### src/rtl/vram_write_scheduler_pkg.sv
// Shared frame-size defaults, state codes and colour constants for the VRAM write scheduler.
// Also holds the helper that marks states where the frame contents are valid.
package vram_write_scheduler_pkg;

  localparam int WIDTH_SIZE_RAM  = 640;
  localparam int HEIGHT_SIZE_RAM = 480;

  localparam logic [2:0] COLOR_BLACK = 3'b000;
  localparam logic [2:0] COLOR_RED   = 3'b100;
  localparam logic [2:0] COLOR_GREEN = 3'b010;
  localparam logic [2:0] COLOR_BLUE  = 3'b001;
  localparam logic [2:0] COLOR_WHITE = 3'b111;

  typedef enum logic [1:0] {
    ST_RESET = 2'd0,
    ST_FILL  = 2'd1,
    ST_IDLE  = 2'd2,
    ST_PIX   = 2'd3
  } state_t;

  function automatic logic frame_valid(input state_t s);
    return (s == ST_IDLE) || (s == ST_PIX);
  endfunction

endpackage

### src/rtl/vram_addr_calc.sv
// Linear VRAM address from pixel coordinates, plus a flag for coordinates inside the frame.
module vram_addr_calc #(
  parameter int WIDTH  = 640,
  parameter int HEIGHT = 480,
  parameter int ADDR_W = 25
) (
  input  logic [10:0]       col,
  input  logic [9:0]        row,
  output logic [ADDR_W-1:0] addr,
  output logic              in_range
);

  assign addr     = ADDR_W'(row) * ADDR_W'(WIDTH) + ADDR_W'(col);
  assign in_range = (32'(col) < WIDTH) && (32'(row) < HEIGHT);

endmodule

### src/rtl/vram_write_scheduler.sv
// Arbitrates the single VRAM write port between a full-frame fill engine and a pixel writer.
// Outputs are registered from the next-state decode, so they line up with the state they describe.
module vram_write_scheduler
  import vram_write_scheduler_pkg::*;
#(
  parameter int               DATA_W     = 3,
  parameter int               WIDTH      = WIDTH_SIZE_RAM,
  parameter int               HEIGHT     = HEIGHT_SIZE_RAM,
  parameter int               ADDR_W     = 25,
  parameter logic [DATA_W-1:0] INIT_COLOR = DATA_W'(COLOR_BLACK)
) (
  input  logic              CLK,
  input  logic              Reset,
  input  logic              iFillReq,
  input  logic [DATA_W-1:0] iFillColor,
  input  logic              iPixReq,
  input  logic [10:0]       iPixCol,
  input  logic [9:0]        iPixRow,
  input  logic [DATA_W-1:0] iPixRGB,
  output logic              oPixAck,
  output logic              oPixDropped,
  output logic              oWriteEnable,
  output logic [ADDR_W-1:0] oWriteAddress,
  output logic [DATA_W-1:0] oWriteData,
  output logic              oReady,
  output logic              oBusy
);

  localparam logic [ADDR_W-1:0] LAST_ADDR = ADDR_W'(WIDTH * HEIGHT - 1);

  state_t              state_reg, state_next;
  logic [ADDR_W-1:0]   counter_reg, counter_next;
  logic [DATA_W-1:0]   fill_color_reg, fill_color_next;
  logic                we_next, ack_next, drop_next;
  logic [ADDR_W-1:0]   addr_next;
  logic [DATA_W-1:0]   data_next;
  logic [ADDR_W-1:0]   pix_addr;
  logic                pix_in_range;

  vram_addr_calc #(
    .WIDTH  (WIDTH),
    .HEIGHT (HEIGHT),
    .ADDR_W (ADDR_W)
  ) u_addr_calc (
    .col      (iPixCol),
    .row      (iPixRow),
    .addr     (pix_addr),
    .in_range (pix_in_range)
  );

  always_comb begin
    state_next      = state_reg;
    counter_next    = counter_reg;
    fill_color_next = fill_color_reg;
    we_next         = 1'b0;
    addr_next       = '0;
    data_next       = '0;
    ack_next        = 1'b0;
    drop_next       = 1'b0;

    unique case (state_reg)
      ST_RESET: begin
        state_next   = ST_FILL;
        counter_next = '0;
      end
      ST_FILL: begin
        if (counter_reg == LAST_ADDR) begin
          state_next   = ST_IDLE;
          counter_next = '0;
        end else begin
          counter_next = counter_reg + ADDR_W'(1);
        end
      end
      ST_IDLE: begin
        // Fill wins over a simultaneous pixel request; the pixel stays pending.
        if (iFillReq) begin
          fill_color_next = iFillColor;
          counter_next    = '0;
          state_next      = ST_FILL;
        end else if (iPixReq) begin
          state_next = ST_PIX;
          ack_next   = 1'b1;
          drop_next  = !pix_in_range;
          if (pix_in_range) begin
            we_next   = 1'b1;
            addr_next = pix_addr;
            data_next = iPixRGB;
          end
        end
      end
      ST_PIX: state_next = ST_IDLE;
      default: state_next = ST_RESET;
    endcase

    if (state_next == ST_FILL) begin
      we_next   = 1'b1;
      addr_next = counter_next;
      data_next = fill_color_next;
    end
  end

  always_ff @(posedge CLK or posedge Reset) begin
    if (Reset) begin
      state_reg      <= ST_RESET;
      counter_reg    <= '0;
      fill_color_reg <= INIT_COLOR;
      oWriteEnable   <= 1'b0;
      oWriteAddress  <= '0;
      oWriteData     <= '0;
      oPixAck        <= 1'b0;
      oPixDropped    <= 1'b0;
      oReady         <= 1'b0;
      oBusy          <= 1'b0;
    end else begin
      state_reg      <= state_next;
      counter_reg    <= counter_next;
      fill_color_reg <= fill_color_next;
      oWriteEnable   <= we_next;
      oWriteAddress  <= addr_next;
      oWriteData     <= data_next;
      oPixAck        <= ack_next;
      oPixDropped    <= drop_next;
      oReady         <= frame_valid(state_next);
      oBusy          <= !frame_valid(state_next);
    end
  end

endmodule

### config.mk
export PLATFORM = sky130hd
export DESIGN_NAME = vram_write_scheduler
export DESIGN_NICKNAME = d
export VERILOG_FILES = /design/src/rtl/vram_write_scheduler_pkg.sv /design/src/rtl/vram_addr_calc.sv /design/src/rtl/vram_write_scheduler.sv
export SDC_FILE = /design/constraint.sdc
export NUM_CORES = 1
export LEC_CHECK = 0
export ABC_AREA = 1
export CAP_MARGIN = 20
export CORE_MARGIN = 4
export CORE_UTILIZATION = 35
export CTS_CLUSTER_SIZE = 28
export DETAILED_ROUTE_END_ITERATION = 7
export PLACE_DENSITY = 0.65
export SLEW_MARGIN = 5
export SYNTH_ARGS = -nofsm -noshare
export SYNTH_HDL_FRONTEND = slang
export SYNTH_SLANG_ARGS = --single-unit
export TNS_END_PERCENT = 5
### constraint.sdc
create_clock -name CLK -period 1.9 [get_ports CLK]
set_input_delay 0.19 -clock CLK [delete_from_list [all_inputs] [get_ports CLK]]
set_output_delay 0.19 -clock CLK [all_outputs]
set_load 0.01 [all_outputs]
==> results of run 1 <==
-- routing by layer --
| metal | global-route usage [%] | up-vias | wire [um] |
|---|---|---|---|
| met5 | 0 | - | 0 |
| met4 | 6.40 | 0 | 223 |
| met3 | 3.11 | 17 | 463 |
| met2 | 25.2 | 91 | 4430 |
| met1 | 18.8 | 1543 | 3890 |
| li1 | - | 1719 | - |
-- final cells by class --
type	count	area [um2]
tap	136	170
clock inverter	6	108
multi-input combinational	330	2000
timing repair buffer	97	915
clock buffer	10	138
inverter	75	282
fill	970	5140
sequential	63	1580
-- stage by stage --
stage,instances,setup slack (ps)
4_1_cts,717,-52.3
2_1_floorplan,471,-34.8
6_report,717,55.5
5_1_grt,717,-80.3
3_3_place_gp,701,-694
3_5_place_dp,701,-734
-- logic make-up (layout without fill, tap and decap cells) --
group / Yosys count / count (layout) / synth area share, %
flops: 63 / 63 / 42.6
mux: 3 / 3 / 0.913
buf+inv: 78 / 188 / 8.32
compound gates: 52 / 52 / 7.88
xor+xnor: 8 / 8 / 1.89
simple gates: 244 / 244 / 30.2
fa+ha+maj: 23 / 23 / 8.18
-- final timing paths --
| path | startpoint | endpoint | slack (ps) | cells past startpoint |
|---|---|---|---|---|
| max | iPixRow[1] | oWriteAddress[18] | 60 | 13 |
| min | Reset | oReady | 190 | 2 |
| min reg2reg | fill_color_reg[0] | fill_color_reg[0] | 500 | 1 |
| min in group CLK | iPixRow[0] | oWriteAddress[7] | 240 | 4 |
| max reg2reg | counter_reg[1] | state_reg[0] | 110 | 9 |
| max in group asynchronous | Reset | counter_reg[7] | 1220 | 3 |
-- repair_timing --
| item | in CTS | in global routing |
|---|---|---|
| cloned | 0 | 0 |
| pin swaps | 6 | 21 |
| endpoints found under the setup margin | 24 | 13 |
| hold endpoints to repair | 0 | 0 |
| gates resized for setup | 29 | 27 |
-- synthesized netlist by cell type (2+ instances only) --
| cell | instances | area (um2) |
|---|---|---|
| buf_6 | 2 | 22.5 |
| nor2_1 | 28 | 105 |
| inv_1 | 71 | 267 |
| a21oi_1 | 4 | 20.0 |
| nand3b_1 | 6 | 45.0 |
| o211ai_1 | 3 | 22.5 |
| nand4_1 | 4 | 25.0 |
| or2_2 | 2 | 12.5 |
| o21ai_0 | 36 | 180 |
| nand3_1 | 39 | 195 |
| dfrtp_1 | 63 | 1580 |
| nor3_1 | 7 | 35.0 |
| nor2_2 | 4 | 25.0 |
| ha_1 | 21 | 263 |
| inv_2 | 4 | 15.0 |
| nor2_4 | 3 | 33.8 |
| o21ai_1 | 3 | 15.0 |
| nand3_2 | 4 | 40.0 |
| xor2_1 | 7 | 61.3 |
| nor3_2 | 3 | 30.0 |
| fa_1 | 2 | 40.0 |
| nand2_1 | 140 | 526 |
| mux2_2 | 3 | 33.8 |
-- cells in the final DEF (no fill, tap or decap), drive strengths merged, types with 3 or more instances in the layout --
cell	n
bufinv	3
nand3	43
mux2	3
or2	3
nor2	35
nor3	10
inv	75
nand4	5
nand3b	6
a21oi	5
nand2	141
o211ai	4
ha	21
clkbuf	12
dfrtp	63
o21ai	39
clkdlybuf4s50	55
xor2	7
buf	37
-- power by group --
| group | internal, mW | switching (mW) | total (mW) |
|---|---|---|---|
| logic | 0.664 | 0.860 | 1.52 |
| clock network | 0.902 | 0.514 | 1.42 |
| registers | 1.53 | 0.0977 | 1.63 |
| total | 3.09 | 1.47 | 4.57 |
-- worst max-delay path, cell delays in order --
cell and delay (ps):
buf_8 100, ha_4 260, ha_4 130, inv_2 30, fa_1 500, nor2_2 140
nand3_2 90, nand3_2 80, nand3b_1 150, nor2_2 160, nand3_1 80, nand3_1 100
nand2_1 60
==> flow_summary.json, run 1 <==
{
  "synth_seq_cells": 63,
  "start_kind": "input port",
  "peakVddDrop_mv": 0.503,
  "die_area_um2": 12300,
  "crit_type": "in2reg",
  "syn_inst": 471,
  "dr.pass1.iters": 5,
  "synthArstFlopShare_pct": 100,
  "cp.arrival_ps": 2070,
  "ys_warn_count": 0,
  "yosysUniqueCellTypes": 35,
  "clkTransAtPathRegs_ps": 70,
  "cts_setup_buffers": 0,
  "setup_tns_ps": 0,
  "diodes": 0,
  "antenna_found_initial": 0,
  "ctsHoldBuffers": 0,
  "worstSetupEndpointType": "flip-flop",
  "post-route-drc-count": 0,
  "status": "finished clean",
  "cts_tree": "done",
  "cts_root_buf": "clkbuf_8",
  "avgViaCountPerCell": 4.70,
  "fp-row-count": 37,
  "die_w_um": 111,
  "synth_area_um2": 3700,
  "maxSlewViolCount": 0,
  "crit_required_ps": 2130,
  "core_um2": 10300,
  "routedWlPerCell_um": 12.6,
  "hold_class": "in2async",
  "placed_cell_area_um2": 4800,
  "grt_remaining_overflow": 0,
  "hpwlAfterDp_um": 6850,
  "clock_path_buffers": 2,
  "power_leakage_nw": 2.58,
  "stdcell_area_um2": 5190,
  "setup_violations": 0,
  "grtUsageTotal_pct": 15.1,
  "syn_to_final_growth_pct": 40.2,
  "fin_skew_ps": 8.09,
  "die_h_um": 111,
  "seq_area_frac_synth_pct": 42.6,
  "holdWs_ps": 193,
  "fin_crit_sh_pct": 97.1,
  "grt_max_degree": 24,
  "crit_fanout": 4,
  "hold_viol": 0,
  "cts_buffers": 9,
  "synth_area_per_cell_um2": 7.86,
  "relSlewSlack_pct": 67.0,
  "htreeDepth": 3,
  "antenna_left": 0,
  "power.density_nw_per_um2": 880,
  "drt-total-wl_um": 9010,
  "layout_min_cycle_time_ps": 1840,
  "synthFlopType": "dfrtp_1",
  "drv_cap": 0,
  "drt_iter0_markers": 151,
  "num-nets-final": 630,
  "place.gp.congestion": 0.838,
  "start_util_pct": 35.9,
  "worstMarginPinSlew_ps": 494,
  "clkLatencyLatePin_ps": 340,
  "portBuffers": 63,
  "synth-edff-count": 0,
  "grt_pass1_wl_um": 15300,
  "clock_sinks": 63,
  "final_core_util_pct": 50.2,
  "grt_pass1_vias": 3377,
  "p_total_mw": 4.57,
  "syn_nets": 525,
  "fmax_mhz": 542,
  "drive_above_1_share_pct": 19.3,
  "rsz0062_at_grt": "yes",
  "ioPinCount": 64,
  "num_vias": 3370
}
(Power assumes the default switching activity.)
==> run 2, diff against run 1 <==
CORE_ASPECT_RATIO = 0.6   (was unset)
SLEW_MARGIN = 20   (was 5)
==> run 2 against run 1 <==
Critical path type unchanged. The flow now finishes with violations (negative setup slack). Total power up 9.5%. Sequential share of layout area fell by 0.75 points. Non-clock buffer count increased by 6. Sequential cell count unchanged. Design area is 2.5% higher. Clock power increased by 23%.
==> flow_summary.json, run 2 (synthesis results as in run 1) <==
{
  "fin_ws_ps": -45.1,
  "violations": "negative setup slack",
  "seqPwrFrac_pct": 32.7,
  "syn_to_final_growth_pct": 43.7,
  "routedWlPerCell_um": 13.8,
  "worstSetupEndpointType": "flip-flop",
  "drive_above_1_share_pct": 20.5,
  "grt_pass1_wl_um": 16200,
  "antenna_found_initial": 0,
  "num-nets-final": 636,
  "crit_buf_inv": 2,
  "place.gp.congestion": 0.880,
  "clkTransAtPathRegs_ps": 60,
  "die_w_um": 141,
  "dr.pass1.iters": 8,
  "layout_commonest_cell": "nand2_1",
  "fin_crit_sh_pct": 102,
  "die_area_um2": 12300,
  "fillerInstances": 937,
  "post-route-drc-count": 0,
  "ctsHoldBuffers": 0,
  "ioPinCount": 64,
  "drt_iter0_markers": 198,
  "fin_skew_ps": 8.59,
  "crit_fanout": 4,
  "num_vias": 3465,
  "cts_buffers": 9,
  "peakVddDrop_mv": 0.582,
  "drv_cap": 0,
  "fp-row-count": 28,
  "area.sequential_um2": 1580,
  "power_leakage_nw": 2.64,
  "rsz0062_at_grt": "yes",
  "clkLatencyLatePin_ps": 330,
  "start_util_pct": 36.7,
  "slowest_stage": "fa_1",
  "internal_power_mw": 3.40,
  "path_cells": "buf_8 > ha_4 > ha_4 > inv_2 > fa_1 > nor2_2 > nand3_1 > nand3_2 > nand3b_1 > nor2_2 > nand3_1 > nand3_2 > nand2_1",
  "swShare_pct": 31.9,
  "slowest_delay_ps": 520,
  "hold_class": "in2async",
  "cts_setup_buffers": 0,
  "core_um2": 10100,
  "clock_path_buffers": 2,
  "grt_pass1_vias": 3522,
  "grt_max_degree": 21,
  "crit_type": "in2reg",
  "htreeDepth": 3,
  "drt-total-wl_um": 9960,
  "portBuffers": 63,
  "place_ws_ps": -769,
  "hpwlAfterDp_um": 7600,
  "cp.arrival_ps": 2170,
  "relSlewSlack_pct": 66.0,
  "cts_root_buf": "clkbuf_16",
  "crit_required_ps": 2120,
  "fmax_mhz": 514,
  "status": "finished, violations left",
  "setup_violations": 2,
  "final_cell_mix": "134 x nand2_1, 67 x inv_1, 63 x dfrtp_1",
  "cts_tree": "done",
  "maxSlewViolCount": 0,
  "start_kind": "input port",
  "worstMarginPinSlew_ps": 509,
  "clock_sinks": 63,
  "grt_remaining_overflow": 0,
  "crit_family": "adder cells",
  "dpl.cell_count": 706,
  "combPwrFrac_pct": 32.4,
  "die_h_um": 87.7,
  "multi_input_area_um2": 2020,
  "p_switching_mw": 1.60,
  "power.density_nw_per_um2": 940,
  "grtUsageTotal_pct": 16.4,
  "avgViaCountPerCell": 4.81,
  "diodes": 0,
  "instances_no_fill": 721,
  "pwr-share-clk_pct": 35.0,
  "hold_viol": 0,
  "antenna_left": 0,
  "layout_min_cycle_time_ps": 1950
}
[run 2: cell types whose count changed in the layout (fill, tap and decap cells not counted), moves of 2 or more]
cell	previous run	this run
buf_4	31	38
clkbuf_16	0	9
clkbuf_8	10	1
clkinv_2	2	0
clkinvlp_4	1	3
nand3_1	37	35
nand3_2	6	8
[run 2: layout make-up]
cell class	count	area share, %
multi-input combinational	330	37.9
clock buffer	10	4.49
timing repair buffer	103	17.9
sequential	63	29.6
inverter	75	5.29
clock inverter	5	1.55
tap	135	3.18
[run 2: final timing paths]
path,start,endpoint,slack (ps),cells past startpoint
max in group asynchronous,Reset,oWriteAddress[7],1240,3
max,iPixRow[1],oWriteAddress[18],-50,13
min,Reset,counter_reg[10],150,2
min reg2reg,fill_color_reg[0],fill_color_reg[0],530,1
max reg2reg,counter_reg[1],counter_reg[7],90,8
min in group CLK,iPixRow[0],oWriteAddress[7],310,5
[run 2: worst register-to-register path, stage by stage, from the launching register on]
cell and delay, ps:
dfrtp_1 400, ha_2 200, nand3_2 110, nor2_4 50, nand3_2 100, nor2_4 60, a21oi_4 430, o211ai_1 210
o21ai_0 150
[run 2: repair_timing]
item                       4_1_cts  5_1_grt
resized for setup               26       34
pin swaps                        6       17
setup endpoints to repair       32       25
cloned                           0        0
[run 2: through the flow]
step	instance area (um2)	total power [mW]	TNS, ps	util, %	hold slack (ps)
floorplan	3730	2.45	-61.0	-	274
global placement	4830	3.13	-6030	47.9	481
detailed placement	4830	3.18	-7710	47.9	502
CTS	5190	4.99	-246	51.4	161
global route	5320	5.29	-677	52.7	183
finish	5320	5.00	-59.0	52.7	149
[run 2: power by group through the flow]
stage / Combinational [mW] / Clock (mW) / Sequential, mW
finish: 1.62 / 1.75 / 1.63
global route: 1.79 / 1.85 / 1.65
CTS: 1.57 / 1.78 / 1.64
detailed placement: 1.52 / 0 / 1.65
global placement: 1.49 / 0 / 1.64
floorplan: 0.762 / 0 / 1.68
[run 2: per-layer routing]
metal | track usage (%) | vias to the layer above | wire (um)
li1 | - | 1732 | -
met5 | 0 | - | 0
met1 | 21.4 | 1610 | 4670
met2 | 26.6 | 100 | 4500
met3 | 5.46 | 23 | 642
met4 | 4.31 | 0 | 150
